## config.mk

```make
export PLATFORM = sky130hd
export DESIGN_NAME = cu_immediate_unit
export DESIGN_NICKNAME = d
export VERILOG_FILES = /design/src/rtl/cu_immediate_unit.sv
export SDC_FILE = /design/constraint.sdc
export NUM_CORES = 1
export LEC_CHECK = 0
export CAP_MARGIN = 0
export CORE_ASPECT_RATIO = 0.6
export CORE_MARGIN = 5
export CORE_UTILIZATION = 35
export CTS_CLUSTER_SIZE = 16
export DETAILED_ROUTE_END_ITERATION = 8
export MAX_ROUTING_LAYER = met4
export PLACE_DENSITY_LB_ADDON = 0.15
export SETUP_SLACK_MARGIN = 0.02
export SLEW_MARGIN = 20
export SYNTH_ARGS = -nofsm -noshare
export SYNTH_HDL_FRONTEND = slang
export SYNTH_SLANG_ARGS = --single-unit
```

## constraint.sdc

```tcl
create_clock -name clk -period 1.3 [get_ports clk]
set_input_delay 0.13 -clock clk [delete_from_list [all_inputs] [get_ports clk]]
set_output_delay 0.13 -clock clk [all_outputs]
set_load 0.01 [all_outputs]
```

## src/rtl/cu_immediate_unit.sv

```systemverilog
// cu_immediate_unit: pipelined immediate generator with prefix support.
// Pulls the 8-bit or 11-bit immediate out of a 16-bit instruction, extends it
// to DATA_W and holds it in a one-stage output register with valid/ready.
// A PREFIX instruction parks 11 upper bits that are glued onto the next
// immediate so that wide constants can be built.
module cu_immediate_unit #(
    parameter int unsigned DATA_W = 16,
    parameter int unsigned TAG_W  = 16
) (
    input  logic              clk,
    input  logic              reset,
    input  logic              flush,
    input  logic              in_valid,
    output logic              in_ready,
    input  logic [15:0]       in_instr,
    input  logic [2:0]        in_imm_src,
    input  logic [TAG_W-1:0]  in_tag,
    output logic              out_valid,
    input  logic              out_ready,
    output logic [DATA_W-1:0] out_imm,
    output logic [TAG_W-1:0]  out_tag,
    output logic              out_prefixed,
    output logic              prefix_pending,
    output logic              prefix_overwrite
);

    // Extension is done at the widest legal DATA_W, then truncated.
    localparam int unsigned EXT_W = 32;
    localparam int unsigned PFX_W = 11;

    localparam logic [0:0] ST_IDLE     = 1'b0;
    localparam logic [0:0] ST_PREFIXED = 1'b1;

    localparam logic [2:0] SRC_SEXT8   = 3'b000;
    localparam logic [2:0] SRC_ZEXT8   = 3'b001;
    localparam logic [2:0] SRC_SEXT11  = 3'b010;
    localparam logic [2:0] SRC_ZEXT11  = 3'b011;
    localparam logic [2:0] SRC_PREFIX  = 3'b100;

    logic [0:0]        state_q,     state_d;
    logic [PFX_W-1:0]  prefix_q,    prefix_d;
    logic              out_valid_q, out_valid_d;
    logic [DATA_W-1:0] out_imm_q,   out_imm_d;
    logic [TAG_W-1:0]  out_tag_q,   out_tag_d;
    logic              out_pfx_q,   out_pfx_d;
    logic              ovw_q,       ovw_d;

    logic [7:0]        imm8;
    logic [10:0]       imm11;
    logic [EXT_W-1:0]  ext_imm;
    logic              pending;
    logic              accept;

    assign imm8    = {in_instr[12:8], in_instr[4:2]};
    assign imm11   = {in_instr[7:5], in_instr[12:8], in_instr[4:2]};
    assign pending = (state_q == ST_PREFIXED);

    // One-stage pipeline: accept whenever the output slot is empty or draining.
    assign in_ready = !reset && (!out_valid_q || out_ready);
    assign accept   = in_valid && in_ready;

    // Build the extended immediate, with or without the parked prefix bits.
    always_comb begin
        ext_imm = '0;
        case (in_imm_src)
            SRC_SEXT8:  ext_imm = pending ? {{13{prefix_q[10]}}, prefix_q, imm8}
                                          : {{24{imm8[7]}}, imm8};
            SRC_ZEXT8:  ext_imm = pending ? {13'b0, prefix_q, imm8}
                                          : {24'b0, imm8};
            SRC_SEXT11: ext_imm = pending ? {{10{prefix_q[10]}}, prefix_q, imm11}
                                          : {{21{imm11[10]}}, imm11};
            SRC_ZEXT11: ext_imm = pending ? {10'b0, prefix_q, imm11}
                                          : {21'b0, imm11};
            default:    ext_imm = '0;
        endcase
    end

    // Next-state and output-register logic; flush wins over any accept.
    always_comb begin
        state_d     = state_q;
        prefix_d    = prefix_q;
        out_valid_d = out_valid_q && !out_ready;
        out_imm_d   = out_imm_q;
        out_tag_d   = out_tag_q;
        out_pfx_d   = out_pfx_q;
        ovw_d       = 1'b0;

        if (flush) begin
            out_valid_d = 1'b0;
            state_d     = ST_IDLE;
        end else if (accept) begin
            case (in_imm_src)
                SRC_PREFIX: begin
                    prefix_d = imm11;
                    state_d  = ST_PREFIXED;
                    ovw_d    = pending;
                end
                SRC_SEXT8, SRC_ZEXT8, SRC_SEXT11, SRC_ZEXT11: begin
                    out_valid_d = 1'b1;
                    out_imm_d   = DATA_W'(ext_imm);
                    out_tag_d   = in_tag;
                    out_pfx_d   = pending;
                    state_d     = ST_IDLE;
                end
                default: begin
                    out_valid_d = 1'b1;
                    out_imm_d   = '0;
                    out_tag_d   = in_tag;
                    out_pfx_d   = 1'b0;
                end
            endcase
        end
    end

    // State and output registers with synchronous reset.
    always_ff @(posedge clk) begin
        if (reset) begin
            state_q     <= ST_IDLE;
            prefix_q    <= '0;
            out_valid_q <= 1'b0;
            out_imm_q   <= '0;
            out_tag_q   <= '0;
            out_pfx_q   <= 1'b0;
            ovw_q       <= 1'b0;
        end else begin
            state_q     <= state_d;
            prefix_q    <= prefix_d;
            out_valid_q <= out_valid_d;
            out_imm_q   <= out_imm_d;
            out_tag_q   <= out_tag_d;
            out_pfx_q   <= out_pfx_d;
            ovw_q       <= ovw_d;
        end
    end

    assign out_valid        = out_valid_q;
    assign out_imm          = out_imm_q;
    assign out_tag          = out_tag_q;
    assign out_prefixed     = out_pfx_q;
    assign prefix_pending   = pending;
    assign prefix_overwrite = ovw_q;

endmodule

```

# ---- Yosys cells after proc, flatten, opt, wreduce, memory -nomap -nowiden
# Index checks and enable logic that the tools add are counted.
dict set report word_totals {
  inputBits 40
  ff_bits 44
}
dict set report classes {
  n_eq_ne 4
  muxes 10
  reduce_logical 15
  n_bitwise 3
}
# operator n
set ops {}
lappend ops {{$mux 16} 4}
lappend ops {{$pmux 16 s4} 1}
lappend ops {{$pmux 16 s2} 1}
lappend ops {{$reduce_or 4->1} 2}
lappend ops {{$eq 3x2->1 const B} 2}
lappend ops {{$reduce_and 3->1} 2}
lappend ops {{$pmux 1 s2} 2}
lappend ops {{$eq 3x1->1 const B} 1}
lappend ops {{$eq 3x3->1 const B} 1}
lappend ops {{$logic_and 1x1->1} 3}
lappend ops {{$logic_not 1->1} 3}
lappend ops {{$logic_not 3->1} 1}
lappend ops {{$not 1->1} 3}
lappend ops {{$mux 1} 2}
lappend ops {{$reduce_and 2->1} 1}
lappend ops {{$reduce_bool 2->1} 1}
lappend ops {{$reduce_or 2->1} 1}
lappend ops {{$logic_or 1x1->1} 1}

# ---- Logic depth before layout (Yosys ltp)
# Gate-level depths: netlist (run 1).
dict set report depth {
  ltp_word 6
  mapped_depth 7
  mapped_depth_nobuf 4
}

# ---- Worst setup path after synthesis (run 1)
# OpenSTA, ideal clock, no wires.
dict set report synth_timing {
  path_type {flip-flop to flip-flop}
  startpoint {register out_valid_q, in the netlist out_valid}
  endpoint {register out_imm_q[15], in the netlist out_imm[15]}
  period_less_slack_ns 1.357
  setup_ns 0.122
  path_stages_with_launch 5
  n_path_buf 0
  slack_ns -0.057
  t_arrival_ns 1.235
  cell_sequence {dfxtp_1 nor2b_1 nor4b_2 nor2_1 a221o_1}
}
dict set report synth_via {
  elab_chain_cells 5
}
# element line
set synth_lines {}
lappend synth_lines {{start: declaration} 42} ;# logic out_valid_q, out_valid_d;
lappend synth_lines {{start signal: assignment} 128} ;# out_valid_q <= out_valid_d;
lappend synth_lines {{$logic_not 1->1} 59} ;# assign in_ready = !reset && (!out_valid_q || out_ready);
lappend synth_lines {{$logic_or 1x1->1} 59}
lappend synth_lines {{$logic_and 1x1->1} 59}
lappend synth_lines {{$logic_and 1x1->1} 60} ;# assign accept = in_valid && in_ready;
lappend synth_lines {{$reduce_and 3->1 (no line)} --}
lappend synth_lines {{end signal: assignment} 129} ;# out_imm_q <= out_imm_d;
lappend synth_lines {{end: declaration} 43} ;# logic [DATA_W-1:0] out_imm_q, out_imm_d;
# Every way passes these cells.
# A chain may end at the register's enable or synchronous reset.

# ---- Worst setup path in the final report (run 1)
dict set report layout_timing {
  startpoint {input port out_ready}
  endpoint {register prefix_q[0]}
}
dict set report layout_via {
  elab_chain_cells 4
}
# element line
set layout_lines {}
lappend layout_lines {{start: declaration} 19} ;# input logic out_ready,
lappend layout_lines {{$logic_or 1x1->1} 59}
lappend layout_lines {{$logic_and 1x1->1} 59}
lappend layout_lines {{$logic_and 1x1->1} 60}
lappend layout_lines {{$reduce_and 3->1 (no line)} --}
lappend layout_lines {{end signal: assignment} 127} ;# prefix_q <= prefix_d;
lappend layout_lines {{end: declaration} 41} ;# logic [PFX_W-1:0] prefix_q, prefix_d;
# Every way passes these cells.

==> impl_results.md, run 1 <==
- Post-synthesis net count: 250
- Yosys top cell area share: 0.4728
- Cells after Synth: 210
- Worst setup margin: -0.06335 ns
- GRT Util Overall: 0.1741
- First drt pass iteration count: 5
- Post-synthesis cell type count: 36
- Area Growth Syn to Fin: 70.85%
- Placed Cells: approximately 350
- Final period util: 1.049
- Clock latency on the worst-skew pair: 0.30 ns
- Fin crit period: about 1.4 ns
- Comb pwr share: 0.154
- Final setup viols: 1
- Post-Syn Area: between 0.0015 and 0.002 mm²
- Hold_buf cts: 0
- Initial core utilization: 0.3650
- WP buf/inv: 2
- Clock Pin Slew Worst Setup and Hold Paths: approximately 0.09 ns
- Net load switching power: between 700 and 800 µW
- Yosys warns: 0
- Peak supply drop: 559.7 µV
- Final Hold Vio Count: 0
- I/O pin cnt: 77
- Critical path, cell by cell: clkdlybuf4s50_1, nand2b_4, nand4_1, buf_6, mux2i_2, nor2_1
- Max Slew Vio Count: 0
- Post-synth ARST share: 0
- Fillcell total: 489
- Element type at the critical path start: input port
- Setup Crit Path Kind: in -> reg
- Routed wire length: 5907 µm
- CTS root buf: clkbuf_8
- Seq pwr share: 0.470
- Max Fclk: about 0.73 GHz
- Critical-path top delay cell: clkdlybuf4s50_1
- Largest net degree at the start of global routing: 27
- Max FO, Critical Path: 7
- PortBufs: 71
- Part of the Yosys area used for sequential elements: 0.4728
- Status: complete, but fails checks
- Deepest clock path buffer count: 2
- N_diodes: 0
- Power Total: 2959 µW
- Layout cells sized above 1: 0.2876
- Worst Tran Pin Value: ~0.32 ns
- CP endpoint kind: flip-flop
- Chip Width: about 100 µm
- RSZ-0062 raised after global routing: true
- Vias in the first global route: roughly 1800
- Routed vias/inst: 5.024
- Req. time, crit path: 1.49 ns
- Die height: approximately 67 µm
- Global-route wire length before repair: 9342 µm
- H-tree depth: 2
- Synth top area cells: dfxtp_1 (47%), nand2_1 (7.9%), a21oi_1 (6.2%), mux2i_1 (5.4%), nor2_1 (4.4%)
- Final #Nets: 345
- Multi-input logic area: 0.001097 mm²
- DRC errors left: 0
- Routability cong.: 0.8240
- CTS tree: done
- MaxCap Viol Count: 0
- Clk pwr share: 0.377
- Max incr delay on CP: 0.53 ns
- Min-delay worst type: in -> reg
- Sw frac: 0.2394
- Final Non-Filler Cells: 372
- Top FF cell, synth: dfxtp_1
- Core Region: 0.005105 mm²
- Initial antenna violation count: 0
- Cell taking the most area after synthesis: dfxtp_1
- Number of synthesized flops with an enable pin: 0
- Post-DP HPWL: 4012 µm
- Violated checks: setup timing
- GRT overflow: 0
- # rows: 20
- Syn Area/Cell: 8.872 µm²
- DR iter-0 viols: 55
- Die ar.: roughly 0.0069 mm²
- Drt wl/cell: 15.88 µm
- Lkg Pwr: 0.001400 µW
- Vias: 1869
- TritonCTS Buffers: 5
- Routed Antenna Nets: 0
- Int Power: 2251 µW
- Reg area: 885.9 µm²
- Post-synthesis register bit count: 44
- Critical path's top delay family: buffers and inverters
- Pwr Density: roughly 930 mW/mm²
- Rel. slew slack: 0.7859
- Setup Skew: 0.004165 ns
- Crit path DAT: ~1.6 ns
- Sink Count: 44
-- worst reg2reg max path: stages, from the launching register on --
cell and delay [ns]:
dfxtp_2 0.33, buf_6 0.11, nand2b_4 0.10, nand4_1 0.20
buf_6 0.21, mux2i_2 0.22, nor2_1 0.07
-- per-layer routing --
| layer | part of all wire | vias to the layer above | GRT usage |
|---|---|---|---|
| met5 | 0 | - | - |
| met4 | 0.010 | 0 | 0.04847 |
| met3 | 0.062 | 8 | 0.04356 |
| met2 | 0.41 | 60 | 0.2397 |
| met1 | 0.51 | 875 | 0.2504 |
| li1 | - | 926 | - |
-- repair_timing --
action / in CTS / in global routing
gates resized for setup: 65 / 39
pin swaps: 2 / 17
cloned: 2 / 1
setup buffers: 3 / 5
setup endpoints to repair: 78 / 45
-- state kept, by name, indices dropped and copies added, names as in the netlist --
| name | cells |
|---|---|
| out_imm | 16 |
| out_prefixed | 1 |
| out_tag | 16 |
| out_valid | 1 |
| prefix_overwrite | 1 |
| prefix_pending | 1 |
| prefix_q | 8 |
-- Yosys cell counts (4+ instances only) --
cell type / n
a21oi_1: 23
a22oi_1: 9
buf_2: 4
clkbuf_1: 6
dfxtp_1: 44
mux2i_1: 10
nand2_1: 39
nor2_1: 22
nor2b_1: 5
o211ai_1: 4
-- path summary, 6_finish.rpt --
kind / startpoint / to / slack, ns / depth (start not counted)
worst max-delay path: out_ready / prefix_q[0] / -0.06 / 6
worst min-delay path: in_valid / prefix_pending / 0.33 / 4
worst max register to register: out_valid / prefix_q[0] / -0.05 / 6
worst min register to register: out_tag[7] / out_tag[7] / 0.45 / 2
-- area by class of cell --
cell class / instances / share of cell area
flip-flops and latches: 44 / 0.2783
repair buffers: 104 / 0.3129
multi-input cells: 150 / 0.3447
well taps: 66 / 0.02594
clock inverters: 2 / 0.01219
clock buffers: 6 / 0.02594
-- power by group through the flow --
stage	combinational, µW	sequential, µW	clock, µW
floorplan	148	1430	0
global placement	395	1420	0
detailed placement	396	1420	0
CTS	408	1390	1140
global route	491	1390	1200
finish	455	1390	1110
-- cell usage in the layout (no fill, tap or decap), types with 2 or more instances in the layout --
cell type        synthesis  final
nor2_1                  22     19
nor2b_1                  5      3
nand3_1                  3      2
buf_12                   0      3
dfxtp_1                 44     42
nand2_2                  0      3
a221o_1                  2      2
clkbuf_8                 0      6
a22o_1                   3      3
mux2_2                   3      3
o211ai_1                 4      4
mux2i_1                 10      9
a22oi_2                  0      8
buf_6                    3      9
or4_4                    0      2
o21ai_0                  2      2
nand2_1                 39     36
nand2b_4                 0      2
nand4b_1                 2      2
dlygate4sd2_1            0     39
dlymetal6s2s_1           0      2
nor2_4                   0      2
nor2b_4                  0      2
clkdlybuf4s50_1          0     27
buf_4                    3     21
a21oi_2                  0      5
a21oi_1                 23     18
-- per-stage QoR --
stage | worst slack, ns | area, µm² | util | setup TNS, ns | hold slack, ns
detailed placement | -0.4816 | 2775 | 0.5436 | -17.16 | 0.4480
CTS | -0.08417 | 2972 | 0.5821 | -1.082 | 0.3707
floorplan | -0.03135 | 1883 | - | -0.06265 | 0.2660
finish | -0.06335 | 3183 | 0.6235 | -0.06335 | 0.3251
global placement | -0.4725 | 2775 | 0.5436 | -16.73 | 0.4338
global route | -0.09719 | 3183 | 0.6235 | -0.8314 | 0.3764
-- cell families after synthesis --
group,count (synthesis),share of synthesized area
buffers and inverters,17,0.05507
flip-flops,44,0.4728
AO/OA/AOI/OAI,48,0.1672
multiplexers,13,0.07186
AND/OR/NAND/NOR,88,0.2330
Note: power is estimated with default switching activity, not from simulation.
==> run 2: changes to the inputs <==
--- a/config.mk
+++ b/config.mk
@@ -6,12 +6,13 @@
 export NUM_CORES = 1
 export LEC_CHECK = 0
 export CAP_MARGIN = 0
+export CELL_PAD_IN_SITES_DETAIL_PLACEMENT = 1
+export CELL_PAD_IN_SITES_GLOBAL_PLACEMENT = 1
 export CORE_ASPECT_RATIO = 0.6
 export CORE_MARGIN = 5
-export CORE_UTILIZATION = 35
+export CORE_UTILIZATION = 27
 export CTS_CLUSTER_SIZE = 16
 export DETAILED_ROUTE_END_ITERATION = 8
-export MAX_ROUTING_LAYER = met4
 export PLACE_DENSITY_LB_ADDON = 0.15
 export SETUP_SLACK_MARGIN = 0.02
 export SLEW_MARGIN = 20
==> run 2 against run 1 <==
Net effect:
- the flow still finishes with violations (setup timing)
- global-route usage decreased by 3.1 points
- power increased by 4.5%
- die area increased by 26%
- count of clock-buffer cells in the layout decreased by 1
- maximum frequency increased by 3.3%
- sequential share of layout area about the same
- routed wire length increased by 17%
- sequential cell count unchanged
- worst setup slack improved by 0.043 ns
- critical path type is now reg -> reg
- critical endpoint is now out_imm[9]
- largest cell class unchanged
- largest power group unchanged
==> impl_results.md, run 2 (synthesized netlist as in run 1, its figures left out) <==
- Post-layout util: 0.4753
- Violated checks: setup timing
- Min-delay worst type: in -> reg
- GRT Util Overall: 0.1434
- Core Region: 0.006705 mm²
- Layout cells sized above 1: 0.2565
- Element type at the critical path start: flip-flop
- Most common cell after layout, fill and taps aside: dfxtp_1
- Req. time, crit path: 1.47 ns
- CTS tree: done
- # rows: 23
- Fillcell total: about 770
- Peak supply drop: 536.4 µV
- Rel. slew slack: 0.7653
- Initial antenna violation count: 0
- Die height: 74.35 µm
- Clock latency on the worst-skew pair: ~0.28 ns
- Pwr Density: roughly 970 mW/mm²
- Chip Width: ~120 µm
- GRT overflow: 0
- Max Fclk: 0.7574 GHz
- Initial core utilization: 0.2779
- Vias: 1901
- Routed wire length: just under 7000 µm
- Final period util: 1.016
- R2r setup slk: -0.02 ns
- PortBufs: 71
- Worst setup margin: -0.02030 ns
- Sink Count: 44
- MaxCap Viol Count: 0
- Power Total: approximately 3000 µW
- First drt pass iteration count: 4
- I/O pin cnt: 77
- Post-DP HPWL: approximately 4600 µm
- Final Hold Vio Count: 0
- Routed vias/inst: 4.813
- Die ar.: 0.008716 mm²
- Setup Skew: about 0.0029 ns
- Reg area: 885.9 µm²
- Multi-input logic area: 0.001045 mm²
- Max incr delay on CP: 0.32 ns
- Status: complete, but fails checks
- H-tree depth: 2
- Deepest clock path buffer count: 2
- Clock Pin Slew Worst Setup and Hold Paths: 0.06 ns
- RSZ-0062 raised after global routing: true
- Area Growth Syn to Fin: 71.05%
- Max FO, Critical Path: 5
- Fin area: 0.003187 mm²
- DR iter-0 viols: 94
- CTS root buf: clkbuf_16
- TritonCTS Buffers: 5
- Most frequent cells in the layout: dfxtp_1 (42), dlygate4sd2_1 (41), nand2_1 (39), clkdlybuf4s50_1 (28), buf_4 (24)
- Critical path, cell by cell: nor2b_4, nor4b_4, nor2_4, buf_12, a22o_1
- Vias in the first global route: 1888
- Routed Antenna Nets: 0
- Setup Crit Path Kind: reg -> reg
- DRC errors left: 0
- Crit path DAT: 1.49 ns
- Routability cong.: 0.7471
- Final setup viols: 3
- Final #Nets: 347
- Worst Tran Pin Value: roughly 0.35 ns
- Hold_buf cts: 0
- Fin crit period: around 1.3 ns
- Global-route wire length before repair: between 9000 and 10000 µm
- Critical-path top delay cell: dfxtp_2
- Largest net degree at the start of global routing: 25
- Max Slew Vio Count: 0
- CP endpoint kind: flip-flop
- Drt wl/cell: ~17 µm
- Lkg Pwr: roughly 0.0014 µW
- N_diodes: 0
- Placed Area: between 0.002 and 0.003 mm²
- Fin Hold WS: between 0.3 and 0.4 ns
==> run 2: worst paths after layout <==
check                                 start           to  cells past startpoint
worst max-delay path              out_valid   out_imm[9]                      5
worst min-delay path              out_ready    out_valid                      5
worst max register to register    out_valid   out_imm[9]                      5
worst min register to register  out_tag[12]  out_tag[12]                      2
==> run 2: area by class of cell <==
cell class / instances / area share
sequential: 44 / 0.2780
tap: 87 / 0.03416
multi-input combinational: 151 / 0.3278
clock buffer: 5 / 0.03926
timing repair buffer: 105 / 0.3149
clock inverter: 3 / 0.005889
==> run 2: worst max-delay path, delay by kind of cell, from the launching register on <==
family | cells | cell delay, ns
compound gates | 1 | 0.23
simple gates | 3 | 0.52
buf+inv | 1 | 0.15
flops | 1 | 0.32
==> run 2: what timing repair did <==
| action | CTS | global route |
|---|---|---|
| cloned | 0 | 4 |
| pin swaps | 11 | 21 |
| setup buffers | 3 | 3 |
| endpoints found under the setup margin | 77 | 41 |
| resized for setup | 60 | 24 |
==> run 2: power by group <==
group          switching (µW)  internal, µW
Clock                     536           709
Combinational             211           245
Sequential               16.5          1370
==> run 2: routing by layer <==
| layer | wire length, µm | GRT usage | up-vias | share of wire |
|---|---|---|---|---|
| met5 | 0 | 0 | - | 0 |
| met4 | 42 | 0.03053 | 0 | 0.0061 |
| met3 | 259 | 0.03415 | 5 | 0.038 |
| met2 | 2918 | 0.2018 | 41 | 0.42 |
| met1 | 3677 | 0.2200 | 918 | 0.53 |
| li1 | - | - | 937 | - |
==> run 2: per-stage QoR <==
stage / TNS, ns / worst slack, ns / cells
final: -0.02686 / -0.02030 / 395
after global routing: -0.3282 / -0.06524 / 395
after CTS: -0.08624 / -0.03225 / 389
after detailed placement: -17.11 / -0.5248 / 378
after global placement: -15.42 / -0.4660 / 378
after floorplan: -0.06265 / -0.03135 / 210
==> run 3: changes to the inputs <==
--- a/config.mk
+++ b/config.mk
@@ -11,7 +11,7 @@
 export CORE_ASPECT_RATIO = 0.6
 export CORE_MARGIN = 5
 export CORE_UTILIZATION = 27
-export CTS_CLUSTER_SIZE = 16
+export CTS_CLUSTER_SIZE = 40
 export DETAILED_ROUTE_END_ITERATION = 8
 export PLACE_DENSITY_LB_ADDON = 0.15
 export SETUP_SLACK_MARGIN = 0.02
==> results of run 3 <==
Same layout as run 2: the final DEF is identical, and so are final timing and power.
